==> config.mk <==
export PLATFORM = sky130hd
export DESIGN_NAME = reg_bus_arbiter
export DESIGN_NICKNAME = d
export VERILOG_FILES = /design/src/rtl/reg_bus_arbiter.sv
export SDC_FILE = /design/constraint.sdc
export NUM_CORES = 1
export LEC_CHECK = 0
export ABC_AREA = 1
export CAP_MARGIN = 20
export CORE_ASPECT_RATIO = 0.8
export CORE_MARGIN = 8
export CORE_UTILIZATION = 45
export DETAILED_ROUTE_END_ITERATION = 10
export PLACE_DENSITY_LB_ADDON = 0.2
export SLEW_MARGIN = 5
export SYNTH_ARGS = -nofsm -noshare
export SYNTH_HDL_FRONTEND = slang
export SYNTH_SLANG_ARGS = --single-unit
==> constraint.sdc <==
create_clock -name CLK -period 3 [get_ports CLK]
set_clock_uncertainty 0.1 [all_clocks]
set_input_delay 0.3 -clock CLK [delete_from_list [all_inputs] [get_ports CLK]]
set_output_delay 0.3 -clock CLK [all_outputs]
set_load 0.01 [all_outputs]
==> src/rtl/reg_bus_arbiter.sv <==
// Two-port round-robin arbiter that serialises accesses to the 16-bit configuration
// register list. It drives the ce/we strobes and returns read data after RD_LAT cycles.
module reg_bus_arbiter #(
    parameter int unsigned RD_LAT = 1
) (
    input  logic        CLK,
    input  logic        rst_n,
    input  logic        req0,
    input  logic        req1,
    input  logic        we0,
    input  logic        we1,
    input  logic [7:0]  addr0,
    input  logic [7:0]  addr1,
    input  logic [15:0] wdata0,
    input  logic [15:0] wdata1,
    output logic        ack0,
    output logic        ack1,
    output logic [15:0] rdata0,
    output logic [15:0] rdata1,
    output logic        reg_ce,
    output logic        reg_we,
    output logic [7:0]  reg_addr,
    output logic [15:0] reg_wdata,
    input  logic [15:0] reg_rdata,
    output logic        busy,
    output logic        gnt_id
);

    typedef enum logic [1:0] {IDLE, ISSUE, WAIT, DONE} state_t;

    localparam logic [2:0] LAT = 3'(RD_LAT);

    state_t      state, state_d;
    logic [2:0]  cnt, cnt_d;
    logic        last_gnt, last_gnt_d;
    logic        sel;
    logic        gnt_d, we_d, ce_d, ack0_d, ack1_d, busy_d;
    logic [7:0]  addr_d;
    logic [15:0] wdata_d, rdata0_d, rdata1_d;

    always_ff @(posedge CLK or negedge rst_n) begin
        if (!rst_n) begin
            state     <= IDLE;
            cnt       <= '0;
            last_gnt  <= 1'b1;
            gnt_id    <= 1'b0;
            reg_we    <= 1'b0;
            reg_ce    <= 1'b0;
            reg_addr  <= '0;
            reg_wdata <= '0;
            ack0      <= 1'b0;
            ack1      <= 1'b0;
            rdata0    <= '0;
            rdata1    <= '0;
            busy      <= 1'b0;
        end else begin
            state     <= state_d;
            cnt       <= cnt_d;
            last_gnt  <= last_gnt_d;
            gnt_id    <= gnt_d;
            reg_we    <= we_d;
            reg_ce    <= ce_d;
            reg_addr  <= addr_d;
            reg_wdata <= wdata_d;
            ack0      <= ack0_d;
            ack1      <= ack1_d;
            rdata0    <= rdata0_d;
            rdata1    <= rdata1_d;
            busy      <= busy_d;
        end
    end

    // Every output is computed here one cycle ahead so that it is registered.
    always_comb begin
        state_d    = state;
        cnt_d      = cnt;
        last_gnt_d = last_gnt;
        gnt_d      = gnt_id;
        we_d       = reg_we;
        addr_d     = reg_addr;
        wdata_d    = reg_wdata;
        rdata0_d   = rdata0;
        rdata1_d   = rdata1;
        ce_d       = 1'b0;
        ack0_d     = 1'b0;
        ack1_d     = 1'b0;
        sel        = (req0 && req1) ? ~last_gnt : req1;

        case (state)
            IDLE: begin
                if (req0 || req1) begin
                    gnt_d      = sel;
                    last_gnt_d = sel;
                    we_d       = sel ? we1 : we0;
                    addr_d     = sel ? addr1 : addr0;
                    wdata_d    = sel ? wdata1 : wdata0;
                    ce_d       = 1'b1;
                    state_d    = ISSUE;
                end
            end
            ISSUE: begin
                if (reg_we) begin
                    ack0_d  = ~gnt_id;
                    ack1_d  = gnt_id;
                    state_d = DONE;
                end else begin
                    cnt_d   = LAT;
                    state_d = WAIT;
                end
            end
            WAIT: begin
                cnt_d = cnt - 3'd1;
                if (cnt == 3'd1) begin
                    if (gnt_id) rdata1_d = reg_rdata;
                    else        rdata0_d = reg_rdata;
                    ack0_d  = ~gnt_id;
                    ack1_d  = gnt_id;
                    state_d = DONE;
                end
            end
            default: state_d = IDLE;
        endcase

        busy_d = (state_d != IDLE);
    end

endmodule

== Yosys cells after proc, flatten, opt, wreduce, memory -nomap -nowiden ==
Index checks and enable logic that the tools add are counted.

* Input bits: 70
* Logic and storage cells: 47
* Output and inout port bits: 62
* Flip-flop bits (word level): 68

* Bitwise logic cells: 2
* Add/subtract/negate cells: 1
* Reduce and logical (&&, ||, !) cells: 9
* Eq/ne operators: 4
* Muxes and demuxes: 18

{| class="wikitable"
|+ Operators with widths
! cell !! number
|-
| 16-bit 2-to-1 mux || 1
|-
| 1-bit 2-to-1 mux || 9
|-
| 8-bit 2-to-1 mux || 1
|-
| 2-bit case mux with 3 select lines || 1
|-
| 3-bit case mux with 2 select lines || 1
|-
| 3-bit AND reduction || 2
|-
| 2-bit 2-to-1 mux || 2
|-
| 1-bit case mux with 2 select lines || 2
|-
| 2-bit AND reduction || 2
|-
| 2-bit nonzero test || 2
|-
| 3-bit by 1-bit == test with 1-bit output, second input constant || 1
|-
| 3-bit 2-to-1 mux || 1
|-
| 3-bit by 1-bit subtractor with 3-bit output, second input constant || 1
|-
| 2-bit by 1-bit == test with 1-bit output, second input constant || 1
|-
| 2-bit == test, second input constant || 1
|-
| 2-bit zero test || 1
|-
| 2-bit != test, second input constant || 1
|-
| 1-bit NOT || 2
|-
| 1-bit logical AND || 1
|-
| 1-bit logical OR || 1
|}

== Logic depth before layout (Yosys ltp) ==
Gate-level depths: netlist of the first run.

* Depth after elaboration: 4
* Mapped depth: 9
* Gate-level depth less buffers: 8

== Worst setup path after synthesis of the first run ==
Ideal clock, no wire load.

* Path type: reg-to-reg
* Start: register state[0]
* End: register cnt[2]
* Data arrival time: 1233 ps
* Setup slack: 1541 ps
* Cell stages (with the launch flop): 8
* Cell sequence: dfrtp_1 > inv_1 > ha_1 > inv_1 > a21oi_1 > o21ai_0 > nand2_1 > o21ai_0

* Word-level cells in the longest chain between the ends: 3

{| class="wikitable"
|+ Ends and longest elaborated chain
! element !! RTL line !! RTL
|-
| start, declared || 33 || <nowiki>state_t state, state_d;</nowiki>
|-
| start signal, assigned || 57 || <nowiki>state <= state_d;</nowiki>
|-
| 2-bit by 1-bit == test with 1-bit output or 2-bit == test (tied branches) || 89 || <nowiki>case (state)</nowiki>
|-
| 2-bit != test (no line) or 2-bit nonzero test (tied branches) || -- ||
|-
| 2-bit AND reduction (no line) || -- ||
|-
| end signal, assigned || 58 || <nowiki>cnt <= cnt_d;</nowiki>
|-
| end, declared || 34 || <nowiki>logic [2:0] cnt, cnt_d;</nowiki>
|}

Several ways; a longest one is shown, not always the timed one.
A chain may end at the register's enable or synchronous reset.

== Final worst setup path of the first run ==
* Start: register state[0]
* End: register rdata1[7]

* Word-level cells in the longest chain between the ends: 2

{| class="wikitable"
|+ Ends and longest elaborated chain
! element !! RTL line !! RTL
|-
| 2-bit == test || 89 ||
|-
| 3-bit AND reduction (no line) || -- ||
|-
| end signal, assigned || 68 || <nowiki>rdata1 <= rdata1_d;</nowiki>
|-
| end, declared || 19 || <nowiki>output logic [15:0] rdata1,</nowiki>
|}

Every way passes these cells.

==> results of run 1 <==
[layout make-up]
| type | instances | share of cell area [%] |
|---|---|---|
| repair buffers | 136 | 29.5 |
| well taps | 84 | 2.30 |
| clock inverters | 5 | 1.87 |
| flip-flops and latches | 68 | 37.3 |
| inverters | 54 | 4.44 |
| multi-input cells | 203 | 21.4 |
| clock buffers | 11 | 3.10 |
[path summary, 6_finish.rpt]
path	start	to	slack (ns)
max	state[0]$_DFF_PN0_	rdata1[7]$_DFFE_PN0P_	1.07
min	last_gnt$_DFFE_PN1P_	last_gnt$_DFFE_PN1P_	0.37
max reg2reg	state[0]$_DFF_PN0_	rdata1[7]$_DFFE_PN0P_	1.07
min reg2reg	last_gnt$_DFFE_PN1P_	last_gnt$_DFFE_PN1P_	0.37
max in group asynchronous	rst_n	reg_wdata[12]$_DFFE_PN0P_	1.44
min in group asynchronous	rst_n	reg_wdata[0]$_DFFE_PN0P_	0.47
[logic make-up after synthesis]
| logic type | share of synthesized area [%] |
|---|---|
| adders and majority gates | 2.50 |
| buffers and inverters | 10.7 |
| DFF | 56.7 |
| and+or+nand+nor | 17.0 |
| AOI/OAI and AO/OA | 13.0 |
[cells in the final DEF, fill, tap and decap left out]
cell             instances
inv_1                   52
clkbuf_1                 1
clkdlybuf4s50_1        130
nand3_1                  1
o21ai_1                 24
nor2_1                   4
ha_1                     6
dfrtp_1                 67
dfstp_2                  1
buf_2                    1
o211ai_1                26
clkinv_4                 2
a21oi_1                  1
o21ai_0                 13
buf_4                    4
dlygate4sd3_1            1
nor2_2                   1
nand2_1                124
o22ai_1                  1
clkinvlp_4               1
bufinv_16                2
nand3_2                  2
clkbuf_8                10
inv_2                    2
[metrics by stage]
step                      area, sq um  power [mW]
after CTS                        4560        4.73
final                            4560        4.68
after detailed placement         4330        3.87
after global placement           4330        3.79
after floorplan                  3000        2.73
after global routing             4560        5.04
[flip-flops by register name, summed over array words and instances, names as in the netlist]
name       count
ack0           1
busy           1
reg_we         1
rdata1        16
last_gnt       1
reg_wdata     16
ack1           1
rdata0        16
state          2
gnt_id         1
reg_ce         1
reg_addr       8
cnt            3
[critical path: stages, from the launching register on]
cell     delay (ns)
dfrtp_1        0.42
inv_1          0.11
ha_1           0.32
nand3_2        0.51
o21ai_0        0.36
[Yosys cell counts (all sizes together)]
cell,count,share of area [%]
buf,16,4.0
inv,54,6.8
o21ai,37,6.2
nor2,5,0.71
dfrtp,67,56
ha,6,2.5
a21oi,1,0.17
nand2,124,16
o211ai,26,6.5
dfstp,1,0.88
o22ai,1,0.21
nand3,3,0.83
[metal layers]
| metal | global-route usage (%) | wire length (um) | vias to the layer above | share of wire (%) |
|---|---|---|---|---|
| met5 | 0 | 0 | - | 0 |
| met4 | 7.16 | 145 | 0 | 1.8 |
| li1 | - | - | 1326 | - |
| met1 | 19.0 | 3260 | 1216 | 41 |
| met3 | 6.41 | 509 | 15 | 6.4 |
| met2 | 29.8 | 4040 | 74 | 51 |
[report_power, final]
part / leakage [nW] / internal, mW / switching, mW / total [mW]
logic: 1.31 / 1.11 / 1.08 / 2.19
registers: 0.832 / 1.38 / 0.262 / 1.64
clock network: 0.110 / 0.494 / 0.347 / 0.840
total: 2.25 / 2.99 / 1.69 / 4.68
==> flow_summary.json, run 1 <==
{
  "startpoint_type": "flop",
  "status": "finished, final reports clean",
  "die-area_sq_um": 9560,
  "cp_data_required_time_ns": 3.14,
  "grt_max_degree": 51,
  "drive_above_1_share_pct": 5.45,
  "ys_types": 18,
  "track_usage_pct": 17.3,
  "hold_path.class": "flop to flop",
  "clk_latency_ns": 0.34,
  "dr.pass1.iters": 5,
  "postCtsSetupBuffers": 0,
  "final_util_pct": 71.2,
  "diodes": 0,
  "cp-end-kind": "flop",
  "wirelength_um": 7960,
  "area_growth_pct": 51.9,
  "slew_headroom_pct": 48.4,
  "drv_cap": 0,
  "fp-row-count": 26,
  "final_nets": 548,
  "place_congestion": 0.842,
  "holdWs_ns": 0.369,
  "nFillCells": 516,
  "fp.dieW_um": 107,
  "ys_warn_count": 0,
  "grt_pass1_vias": 2730,
  "fin_crit_sh_pct": 64.3,
  "finalHoldViolations": 0,
  "initial_utilization_pct": 46.9,
  "cts.sinks": 68,
  "port_buffers": 131,
  "netlist_area_sq_um": 3000,
  "cp.arrival_ns": 2.07,
  "leakagePower_nw": 2.25,
  "powerDensity_nw_per_um2": 1020,
  "slew_violations": 0,
  "core-area_sq_um": 6410,
  "vias": 2631,
  "cp_max_fo": 32,
  "rsz0062_at_grt": "false",
  "antenna_left": 0,
  "die_y_um": 89.1,
  "grt_overflow_total": 0,
  "viasPerCell": 4.69,
  "register_area_sq_um": 1700,
  "path_clk_slew_ns": 0.07,
  "drt_iter0_markers": 110,
  "fin_crit_ns": 1.93,
  "reg2reg_depth": 4,
  "ys_seq_area_share_pct": 56.7,
  "ir_worst_vdd_mv": 0.411,
  "tightest_slew_ns": 0.773,
  "antenna_found_initial": 0,
  "wl_per_cell_um": 14.2,
  "pre_cts_ws_ns": 1.05,
  "critPathKind": "flop to flop",
  "clock.fmax_ghz": 0.518,
  "drc": 0,
  "place_hpwl_um": 5980,
  "postCtsHoldBufs": 1,
  "grt_pass1_wl_um": 12900,
  "cts_tree": "yes",
  "num_io_pins": 132,
  "multi_input_area_sq_um": 978,
  "numCtsBuffers": 9,
  "syn-num-nets": 417,
  "cts_root_buf": "clkbuf_8",
  "syn_inst": 341,
  "synth_seq_cells": 68,
  "dp.cells": 544,
  "h-tree-depth": 3,
  "finalSetupViolations": 0,
  "hold_depth": 2,
  "fin_tns_setup_ns": 0,
  "post_cts_resized": 0,
  "final_cells": 561,
  "syn_area_per_cell_sq_um": 8.81,
  "fin_ws_ns": 1.07,
  "clk_path_buf_depth": 2
}
(Power assumes the default switching activity.)
==> run 2: changes to the inputs <==
--- a/config.mk
+++ b/config.mk
@@ -9,7 +9,7 @@
 export CAP_MARGIN = 20
 export CORE_ASPECT_RATIO = 0.8
 export CORE_MARGIN = 8
-export CORE_UTILIZATION = 45
+export CORE_UTILIZATION = 38
 export DETAILED_ROUTE_END_ITERATION = 10
 export PLACE_DENSITY_LB_ADDON = 0.2
 export SLEW_MARGIN = 5
==> constraint.sdc (replaced) <==
create_clock -name CLK -period 1.6 [get_ports CLK]
set_clock_uncertainty 0.1 [all_clocks]
set_input_delay 0.16 -clock CLK [delete_from_list [all_inputs] [get_ports CLK]]
set_output_delay 0.16 -clock CLK [all_outputs]
set_load 0.01 [all_outputs]
==> flow_summary.json, run 2 (same netlist as run 1, synthesis figures left out) <==
{
  "die_y_um": 95.5,
  "startpoint_type": "flop",
  "clk_latency_ns": 0.33,
  "wl_met1_um": 3110,
  "path_clk_slew_ns": 0.07,
  "cts_tree": "yes",
  "cp_max_fo": 2,
  "drive_above_1_share_pct": 6.63,
  "switching_share_pct": 35.2,
  "h-tree-depth": 3,
  "finalHoldViolations": 0,
  "drv_cap": 0,
  "num_io_pins": 132,
  "initial_utilization_pct": 38.5,
  "powerDensity_nw_per_um2": 1890,
  "nFillCells": 714,
  "postCtsSetupBuffers": 0,
  "grt_overflow_total": 0,
  "fin_tns_setup_ns": 0,
  "crit_start": "rdata1[9]$_DFFE_PN0P_",
  "final_common_cell": "clkdlybuf4s50_1",
  "fp.dieW_um": 115,
  "track_usage_pct": 14.7,
  "path_delay_family": "buffers and inverters",
  "cp.arrival_ns": 1.27,
  "max_stage_delay_ns": 0.57,
  "largest_registers": "rdata0: 16 flops, rdata1: 16 flops, reg_wdata: 16 flops",
  "grt_pass1_wl_um": 12600,
  "cts.sinks": 68,
  "place_congestion": 0.773,
  "met2_length_um": 3980,
  "wirelength_um": 7770,
  "clk_path_buf_depth": 2,
  "pwr-share-clk_pct": 16.9,
  "antenna_left": 0,
  "numCtsBuffers": 9,
  "cp_data_required_time_ns": 1.34,
  "wl_per_cell_um": 13.2,
  "ir_worst_vdd_mv": 0.915,
  "status": "finished, final reports clean",
  "route.met3.wl_um": 532,
  "r2r_start": "state[1]$_DFF_PN0_",
  "regToRegEndpoint": "cnt[0]$_DFFE_PN0P_",
  "port_buffers": 131,
  "register_area_sq_um": 1700,
  "area_growth_pct": 56.5,
  "crit_slowest_cell": "clkdlybuf4s50_1",
  "fp-row-count": 29,
  "clock.fmax_ghz": 0.653,
  "hold_path.class": "input port to asynchronous set/reset pin",
  "p_switching_mw": 3.12,
  "path_buf_inv": 1,
  "grt_max_degree": 69,
  "drt_iter0_markers": 87,
  "fin_crit_ns": 1.53,
  "multi_input_area_sq_um": 987,
  "fin_crit_sh_pct": 95.7,
  "regToRegSetupSlack_ns": 0.13,
  "p_int_mw": 5.75,
  "core-area_sq_um": 7800,
  "grt_pass1_vias": 2587,
  "cp.depth": 1,
  "slew_violations": 0,
  "cts_root_buf": "clkbuf_8",
  "comb_power_share_pct": 48.9,
  "final_nets": 554,
  "vias": 2576,
  "critPathKind": "flop to output port",
  "antenna_found_initial": 0,
  "dr.pass1.iters": 4,
  "drc": 0,
  "cp-end-kind": "output port",
  "diodes": 0,
  "dp.cells": 574,
  "pwr-share-seq_pct": 34.2,
  "final_cell_mix": "128 x clkdlybuf4s50_1, 124 x nand2_1, 67 x dfrtp_1",
  "reg2reg_depth": 7,
  "leakagePower_nw": 2.31,
  "crit_chain": "clkdlybuf4s50_1",
  "finalSetupViolations": 0,
  "crit_path_end": "rdata1[9]",
  "top_layer_used": "met4",
  "viasPerCell": 4.36,
  "tightest_slew_ns": 0.372,
  "slew_headroom_pct": 75.2,
  "final_cells": 591,
  "place_hpwl_um": 5910,
  "die-area_sq_um": 11000
}
-- run 2: cell types whose count changed in the layout (fill, tap and decap cells not counted), moves of 2 or more --
cell,previous run,this run
buf_12,0,5
dlygate4sd2_1,0,2
clkinv_4,2,0
clkdlybuf4s50_1,130,128
clkbuf_8,10,13
-- run 2: power groups by stage --
stage | Combinational, mW | Clock, mW | Sequential (mW)
after global routing | 4.82 | 1.63 | 3.16
final | 4.34 | 1.50 | 3.03
after CTS | 4.40 | 1.56 | 3.04
after global placement | 4.31 | 0 | 3.04
after floorplan | 1.71 | 0 | 3.41
after detailed placement | 4.41 | 0 | 3.07
-- run 2: how the worst min path moves through the flow --
stage                     slack, ns                       end  cells past startpoint          start
after floorplan               -0.24            ack0$_DFF_PN0_                      0          rst_n
after global placement         0.11  reg_wdata[2]$_DFFE_PN0P_                      2          rst_n
after detailed placement       0.11  reg_wdata[2]$_DFFE_PN0P_                      2          rst_n
after CTS                      0.26     rdata1[9]$_DFFE_PN0P_                      3   reg_rdata[9]
after global routing           0.28    rdata0[14]$_DFFE_PN0P_                      3  reg_rdata[14]
final                          0.27  reg_wdata[2]$_DFFE_PN0P_                      3          rst_n
-- run 2: routing by layer --
layer  vias to the layer above  track usage, %
li1                       1343               -
met1                      1162            16.0
met2                        60            25.2
met3                        11            5.51
met4                         0            7.31
met5                         -               0
-- run 2: final cells by class --
type | instances | share of cell area [%]
Clock buffer | 15 | 3.97
Tap cell | 108 | 2.88
Multi-Input combinational cell | 203 | 21.0
Sequential cell | 68 | 36.2
Inverter | 54 | 4.37
Clock inverter | 1 | 0.639
Timing Repair Buffer | 142 | 30.9
-- run 2: metrics by stage --
step | power (mW) | worst slack (ns) | hold WS, ns | cell area [sq um] | util, %
3_5_place_dp | 7.47 | 0.0281 | 0.108 | 4460 | 57.2
5_1_grt | 9.62 | -0.0000665 | 0.282 | 4700 | 60.2
2_1_floorplan | 5.12 | 0.141 | -0.236 | 3000 | -
3_3_place_gp | 7.34 | 0.0597 | 0.111 | 4460 | 57.2
6_report | 8.87 | 0.0688 | 0.267 | 4700 | 60.2
4_1_cts | 9.00 | 0.0195 | 0.264 | 4690 | 60.1
-- run 2: repair_timing --
item | in CTS | in global routing
setup endpoints to repair | 2 | 30
pin swaps | 0 | 0
gates resized for setup | 2 | 5
hold buffers | 1 | 0
endpoints found under the hold margin | 67 | 0
==> run 3: changes to the inputs <==
==> constraint.sdc (replaced) <==
create_clock -name CLK -period 1.6 [get_ports CLK]
set_clock_uncertainty 0.1 [all_clocks]
set_input_delay 0.48 -clock CLK [delete_from_list [all_inputs] [get_ports CLK]]
set_output_delay 0.48 -clock CLK [all_outputs]
set_load 0.01 [all_outputs]
==> flow_summary.json, run 3 (same netlist as run 1, synthesis figures left out) <==
{
  "hold_path.class": "input port to asynchronous set/reset pin",
  "fin_area_sq_um": 4600,
  "grt_pass1_vias": 2680,
  "clk_path_buf_depth": 2,
  "postCtsSetupBuffers": 0,
  "place_area_sq_um": 4480,
  "core-area_sq_um": 7800,
  "fin_crit_ns": 1.55,
  "fin_crit_sh_pct": 96.9,
  "grt_pass1_wl_um": 12900,
  "numCtsBuffers": 9,
  "path_buf_inv": 1,
  "crit_chain": "clkdlybuf4s15_1",
  "die_y_um": 95.5,
  "cts_root_buf": "clkbuf_8",
  "register_area_sq_um": 1700,
  "tightest_slew_ns": 0.270,
  "fp.dieW_um": 115,
  "finalSetupViolations": 0,
  "multi_input_area_sq_um": 987,
  "wirelength_um": 7980,
  "final_cells": 592,
  "p_switching_mw": 3.15,
  "status": "finished, final reports clean",
  "cp-end-kind": "output port",
  "clk_latency_ns": 0.33,
  "ir_worst_vdd_mv": 0.732,
  "track_usage_pct": 15.0,
  "holdWs_ns": 0.0405,
  "antenna_left": 0,
  "grt_overflow_total": 0,
  "leakagePower_nw": 2.35,
  "cp.arrival_ns": 0.97,
  "grt_max_degree": 51,
  "place_congestion": 0.746,
  "cts.sinks": 68,
  "drv_cap": 0,
  "final_nets": 555,
  "drt_iter0_markers": 92,
  "h-tree-depth": 3,
  "cts_tree": "yes",
  "num_io_pins": 132,
  "powerDensity_nw_per_um2": 1770,
  "finalHoldViolations": 0,
  "final_common_cell": "nand2_1",
  "cp_data_required_time_ns": 1.02,
  "viasPerCell": 4.44,
  "pwr-share-seq_pct": 37.1,
  "port_buffers": 131,
  "path_clk_slew_ns": 0.08,
  "final_cell_mix": "124 x nand2_1, 68 x clkdlybuf4s50_1, 67 x dfrtp_1",
  "antenna_found_initial": 0,
  "dp.cells": 576,
  "switching_share_pct": 38.7,
  "cp_max_fo": 2,
  "critPathKind": "flop to output port",
  "p_int_mw": 5.00,
  "pwr-share-clk_pct": 14.6,
  "path_delay_family": "flip-flops",
  "rsz0062_at_grt": "true",
  "wl_per_cell_um": 13.5,
  "nFillCells": 704,
  "initial_utilization_pct": 38.5,
  "vias": 2628,
  "slew_violations": 0,
  "postCtsHoldBufs": 0,
  "clock.fmax_ghz": 0.645,
  "finalPower_mw": 8.15,
  "die-area_sq_um": 11000,
  "diodes": 0,
  "place_hpwl_um": 6000,
  "drive_above_1_share_pct": 9.30,
  "largest_registers": "rdata0: 16 flops, rdata1: 16 flops, reg_wdata: 16 flops",
  "fp-row-count": 29,
  "slew_headroom_pct": 82.0,
  "max_stage_delay_ns": 0.39,
  "comb_power_share_pct": 48.3,
  "dr.pass1.iters": 4,
  "startpoint_type": "flop",
  "crit_slowest_cell": "dfrtp_1",
  "drc": 0,
  "area_growth_pct": 53.3
}
-- run 3: area by class of cell --
| class | instances | area share (%) |
|---|---|---|
| clock buffers | 11 | 2.85 |
| flip-flops and latches | 68 | 37.0 |
| multi-input cells | 203 | 21.4 |
| well taps | 108 | 2.94 |
| clock inverters | 5 | 0.625 |
| repair buffers | 143 | 30.7 |
| inverters | 54 | 4.46 |
-- run 3: worst paths after layout --
path	start	endpoint	slack, ns	cells past startpoint
min	rst_n	reg_addr[7]$_DFFE_PN0P_	0.04	2
min in group CLK	last_gnt$_DFFE_PN1P_	last_gnt$_DFFE_PN1P_	0.37	2
min reg2reg	last_gnt$_DFFE_PN1P_	last_gnt$_DFFE_PN1P_	0.37	2
max in group asynchronous	rst_n	last_gnt$_DFFE_PN1P_	1.09	2
max reg2reg	state[0]$_DFF_PN0_	reg_wdata[7]$_DFFE_PN0P_	0.10	7
max	reg_addr[2]$_DFFE_PN0P_	reg_addr[2]	0.05	1
-- run 3: layer usage --
| metal | track usage (%) | share of wire, % | vias up |
|---|---|---|---|
| met3 | 6.01 | 6.4 | 8 |
| met4 | 4.80 | 1.2 | 0 |
| li1 | - | - | 1341 |
| met2 | 25.9 | 50 | 62 |
| met5 | 0 | 0 | - |
| met1 | 16.7 | 42 | 1217 |
-- run 3: repair_timing --
action	4_1_cts	5_1_grt
pin swaps	0	1
gates resized for setup	100	38
cloned	0	0
setup endpoints to repair	84	67
-- run 3: power groups by stage --
stage,Sequential (mW),Clock [mW],Combinational [mW]
global placement,3.03,0,4.33
global route,3.13,1.31,4.42
CTS,3.02,1.24,4.00
detailed placement,3.05,0,4.41
floorplan,3.41,0,1.71
finish,3.02,1.19,3.93
-- run 3: metrics by stage --
step,util (%),setup WS (ns),setup TNS [ns]
finish,59.0,0.0490,0
global placement,57.4,-0.246,-6.36
global route,59.0,-0.0103,-0.0163
detailed placement,57.4,-0.295,-7.28
floorplan,-,0.141,0
CTS,59.2,0.0000269,0
